$ cat config.mk
export PLATFORM = sky130hd
export DESIGN_NAME = alu_sekwenser
export DESIGN_NICKNAME = d
export VERILOG_FILES = /design/src/rtl/alu_sekwenser.sv
export SDC_FILE = /design/constraint.sdc
export NUM_CORES = 1
export LEC_CHECK = 0
export ABC_CLOCK_PERIOD_IN_PS = 1600
export BUFFER_PORTS_ARGS = -buffer_cell sky130_fd_sc_hd__buf_2
export CAP_MARGIN = 20
export CORE_UTILIZATION = 46
export CTS_BUF_LIST = sky130_fd_sc_hd__clkbuf_2
export CTS_CLUSTER_DIAMETER = 120
export DETAILED_ROUTE_END_ITERATION = 8
export MAX_ROUTING_LAYER = met4
export PLACE_DENSITY = 0.89
export SYNTH_ARGS = -nofsm -noshare
export SYNTH_HDL_FRONTEND = slang
export SYNTH_SLANG_ARGS = --single-unit
export TNS_END_PERCENT = 1
$ cat constraint.sdc
create_clock -name clk -period 1.6 [get_ports clk]
set_clock_uncertainty 0.2 [all_clocks]
set_input_delay 0.08 -clock clk [delete_from_list [all_inputs] [get_ports clk]]
set_output_delay 0.08 -clock clk [all_outputs]
set_load 0.05 [all_outputs]
$ cat src/rtl/alu_sekwenser.sv
// Multi-byte sequencer around a shared combinational 8-bit ALU: one wide op per
// handshake, executed LSB byte first with the carry chained through alu_bitP.
//
// state    | meaning
// IDLE     | waiting for a request, start_ready high
// PRZEBIEG | one byte pass per cycle through the ALU, pass index k
// GOTOWE   | assembled result and flags held until wynik_ready
module alu_sekwenser #(
    parameter int N_BAJTOW = 2
) (
    input  logic                    clk,
    input  logic                    rst_n,
    input  logic                    start_valid,
    output logic                    start_ready,
    input  logic [8*N_BAJTOW-1:0]   argA,
    input  logic [8*N_BAJTOW-1:0]   argB,
    input  logic [1:0]              op,
    input  logic                    cin,
    output logic                    wynik_valid,
    input  logic                    wynik_ready,
    output logic [8*N_BAJTOW-1:0]   wynik,
    output logic                    C,
    output logic                    Z,
    output logic                    OV,
    output logic                    EVEN,
    output logic [7:0]              alu_A,
    output logic [7:0]              alu_B,
    output logic [1:0]              alu_wybor,
    output logic                    alu_bitP,
    input  logic [7:0]              alu_wynik,
    input  logic                    alu_C,
    input  logic                    alu_Z,
    input  logic                    alu_OV,
    input  logic                    alu_EVEN
);
    localparam int W = 8 * N_BAJTOW;
    localparam logic [1:0] K_LAST = 2'(N_BAJTOW - 1);

    typedef enum logic [1:0] {IDLE, PRZEBIEG, GOTOWE} stan_t;

    stan_t        stan;
    logic [1:0]   k;
    logic [W-1:0] a_sh;
    logic [W-1:0] b_sh;

    assign start_ready = rst_n && (stan == IDLE);

    always_ff @(posedge clk) begin
        if (!rst_n) begin
            stan        <= IDLE;
            k           <= 2'd0;
            a_sh        <= '0;
            b_sh        <= '0;
            wynik       <= '0;
            C           <= 1'b0;
            Z           <= 1'b0;
            OV          <= 1'b0;
            EVEN        <= 1'b0;
            wynik_valid <= 1'b0;
            alu_A       <= 8'd0;
            alu_B       <= 8'd0;
            alu_wybor   <= 2'd0;
            alu_bitP    <= 1'b0;
        end else begin
            case (stan)
                IDLE: begin
                    if (start_valid) begin
                        // ALU inputs are registered, so byte 0 is presented right at accept
                        alu_A     <= argA[7:0];
                        alu_B     <= argB[7:0];
                        alu_wybor <= op;
                        alu_bitP  <= cin;
                        a_sh      <= argA >> 8;
                        b_sh      <= argB >> 8;
                        k         <= 2'd0;
                        stan      <= PRZEBIEG;
                    end
                end
                PRZEBIEG: begin
                    for (int i = 0; i < N_BAJTOW; i++) begin
                        if (k == 2'(i)) wynik[8*i +: 8] <= alu_wynik;
                    end
                    C  <= alu_C;
                    OV <= alu_OV;
                    if (k == 2'd0) begin
                        Z    <= alu_Z;
                        EVEN <= alu_EVEN;
                    end else begin
                        Z <= Z & alu_Z;
                    end
                    if (k == K_LAST) begin
                        alu_A       <= 8'd0;
                        alu_B       <= 8'd0;
                        alu_wybor   <= 2'd0;
                        alu_bitP    <= 1'b0;
                        wynik_valid <= 1'b1;
                        stan        <= GOTOWE;
                    end else begin
                        alu_A    <= a_sh[7:0];
                        alu_B    <= b_sh[7:0];
                        alu_bitP <= alu_C;
                        a_sh     <= a_sh >> 8;
                        b_sh     <= b_sh >> 8;
                        k        <= k + 2'd1;
                    end
                end
                GOTOWE: begin
                    if (wynik_ready) begin
                        wynik_valid <= 1'b0;
                        stan        <= IDLE;
                    end
                end
                default: stan <= IDLE;
            endcase
        end
    end
endmodule

==> run metrics <==
status finished, violations left; failing checks setup timing; reg2reg path depth 6; pin count of the biggest net entering global routing 34; CTS Buffer Depth 2; Routed WL 7460 um; final worst path period share 101%; clk_lat worst skew 0.51 ns; Die Span Y 76.9 um; Initial Util 49.2%; met2 wire len 3680 um; DR DRC count 0; CP startpoint kind flip-flop; CP Capture Type output pin; Reg-to-Reg End alu_wybor[1]$_SDFFE_PN0P_; commonest non-fill, non-tap cell in the layout buf_2; Max-Cap Viols 0; Post-CTS Setup Bufs 0; met1 wire length 2920 um; Clock Sinks 60; post-synthesis xor/xnor area fraction 0%; row cnt 26; dpl hpwl 4260 um; peak supply drop 0.674 mV; Num CTS Buffers 9; Crit Path Class flip-flop to output pin; mux share of post-synthesis cell area 7.38%; Leak 1.79 nW; final hold viol count 0; Adder-Cell Fraction of Synth Area 1.46%; worst reg2reg startpoint k[1]$_SDFFE_PN0P_; initial antenna violation count 0; DR iter-0 viols 102; Post-Syn Area 0.00258 sq mm; clock-pin slew on the worst setup and hold paths 0.17 ns; CP Launch Point stan[1]$_SDFFE_PN0P_; global-route usage over all layers 26.5%; asr flop ratio synth 0%; fin nets 445; Finished Layout Cells 465; Simple-Gate Fraction of Synth Area 14.8%; max frequency 619 MHz; synthesis-stage register bit count 60; RSZ-0062 raised after global routing yes; worst setup path endpoint start_ready; Vias 2579; drt pass-1 iters 5; vias in the first global route 2547; total power 3.41 mW; final-report max-slew violation count 0; DIE WIDTH 76.9 um; TritonCTS clock tree yes; Warnings, synthesis 0; cells after synthesis 247; largest family of logic cells by synthesized area compound AO/OA/AOI/OAI gates; Die ar. 0.00591 sq mm; Syn Nets 301; first-pass GRT wire length 11800 um; Worst Path Arrival 1.33 ns; Fin Hold WS 0.101 ns; Max Fanout on Critical Path 5; antenna-violating nets left 0; RePlAce Congestion 0.897; met3 WL 475 um; DR vias/cell 5.55; core area 0.00524 sq mm; post-synth cell types 31; IO Pins 92; final setup margin -0.0146 ns; highest metal used met4; Area Growth Syn to Fin 43.9%; # diodes 0; Synth Area in Compound Gates 22.1%; syn avg cell area 10.4 sq um; Hold/Removal Path Class input pin to flip-flop; Inst Count DP 399; Seq/Total Area, Yosys 46.6%; worst path required time 1.32 ns; Setup-failing EPs final 3; reg2reg setup slack -0.01 ns; H-Tree Depth 3; WL/cell 16.0 um; GRT overflow 0; number of enable flip-flop cells after synthesis 0; CTS root buf clkbuf_2; Slew @ Worst Pin 0.404 ns; Slew HR 73.1%; Tmin final 1.61 ns; # port buffers 91; Pwr Density 920 mW/mm^2; fraction of layout cells with a size suffix above 1 39.2%; highest-count cells in the layout ignoring fill and taps buf_2 (89), dfxtp_1 (56), dlygate4sd3_1 (51), nand2_1 (20); Most used DFF post-synth dfxtp_1
per-stage QoR:
step	setup WS, ns	instance area (sq um)	utilization, %	TNS [ns]
after detailed placement	-0.0308	3080	58.8	-0.255
final	-0.0146	3710	70.8	-0.0228
after floorplan	-0.0309	2580	-	-0.322
after global routing	-0.0947	3710	70.8	-0.558
after global placement	-0.00616	3080	58.8	-0.00616
after CTS	-0.0196	3680	70.4	-0.173
state kept, by name, summed over array words and instances (netlist names), 2 cells and up:
signal,count
k,2
alu_A,8
alu_B,8
wynik,16
a_sh,8
alu_wybor,2
stan,2
b_sh,8
worst min-delay path by stage:
stage	slack, ns	depth (start not counted)	to	start
floorplan	0.006	1	a_sh[4]$_SDFFE_PN0P_	argA[12]
global placement	0.09	2	b_sh[1]$_SDFFE_PN0P_	argB[9]
detailed placement	0.09	2	alu_wybor[0]$_SDFFE_PN0P_	op[0]
CTS	0.08	3	b_sh[4]$_SDFFE_PN0P_	argB[12]
global route	0.10	3	b_sh[5]$_SDFFE_PN0P_	argB[13]
finish	0.10	3	b_sh[4]$_SDFFE_PN0P_	argB[12]
logic make-up (layout without fill, tap and decap cells):
kind of cell	Yosys count	after routing
AO/OA/AOI/OAI	64	64
adder cells (fa/ha/maj)	3	3
buffers and inverters	28	176
flip-flops	60	60
multiplexers	19	19
AND/OR/NAND/NOR	73	73
cells in the mapped netlist, types with 2 or more instances:
master | instances | area, sq um
mux2i_1 | 19 | 190
o221a_2 | 11 | 124
nor2_1 | 21 | 78.8
buf_6 | 9 | 101
nor2b_1 | 18 | 113
a31oi_1 | 2 | 12.5
nand3b_1 | 3 | 22.5
o22ai_1 | 17 | 106
nand2b_1 | 4 | 25.0
buf_2 | 3 | 15.0
buf_4 | 3 | 22.5
a32o_2 | 10 | 113
nand2_1 | 20 | 75.1
inv_1 | 4 | 15.0
o221a_1 | 6 | 67.6
clkbuf_1 | 7 | 26.3
dfxtp_1 | 60 | 1200
a32o_1 | 8 | 80.1
a21oi_1 | 5 | 25.0
dlygate4sd1_1 | 2 | 17.5
nand3_1 | 2 | 10.0
o21ai_0 | 2 | 10.0
ha_1 | 3 | 37.5
layout make-up:
type                    instances  area, sq um
clock buffers                   9         45.0
clock inverters                 6         32.5
fillers                       362         1530
inverters                       4         15.0
multi-input cells             159         1200
flip-flops and latches         60         1210
well taps                      70         87.6
repair buffers                157         1120
where the power goes:
part	total (mW)	internal, mW	leakage, nW	switching [mW]
registers	1.68	1.61	0.495	0.0742
clock network	0.743	0.179	0.0486	0.565
logic	0.989	0.398	1.24	0.592
metal layers:
layer | track usage, % | up-vias
met5 | - | -
met1 | 28.1 | 1203
li1 | - | 1197
met3 | 5.71 | 36
met2 | 44.5 | 143
met4 | 16.9 | 0
worst max-delay path, cell delays in order, from the launching register on:
cell	delay (ns)
dfxtp_4	0.40
nand2b_4	0.16
nor2_2	0.09
buf_6	0.17
repair_timing:
| action | CTS | global route |
|---|---|---|
| hold buffers | 51 | 0 |
| resized for setup | 6 | 10 |
| endpoints found under the setup margin | 36 | 38 |
| pin swaps | 3 | 6 |
| hold endpoints to repair | 60 | 0 |
(Power assumes the default switching activity.)
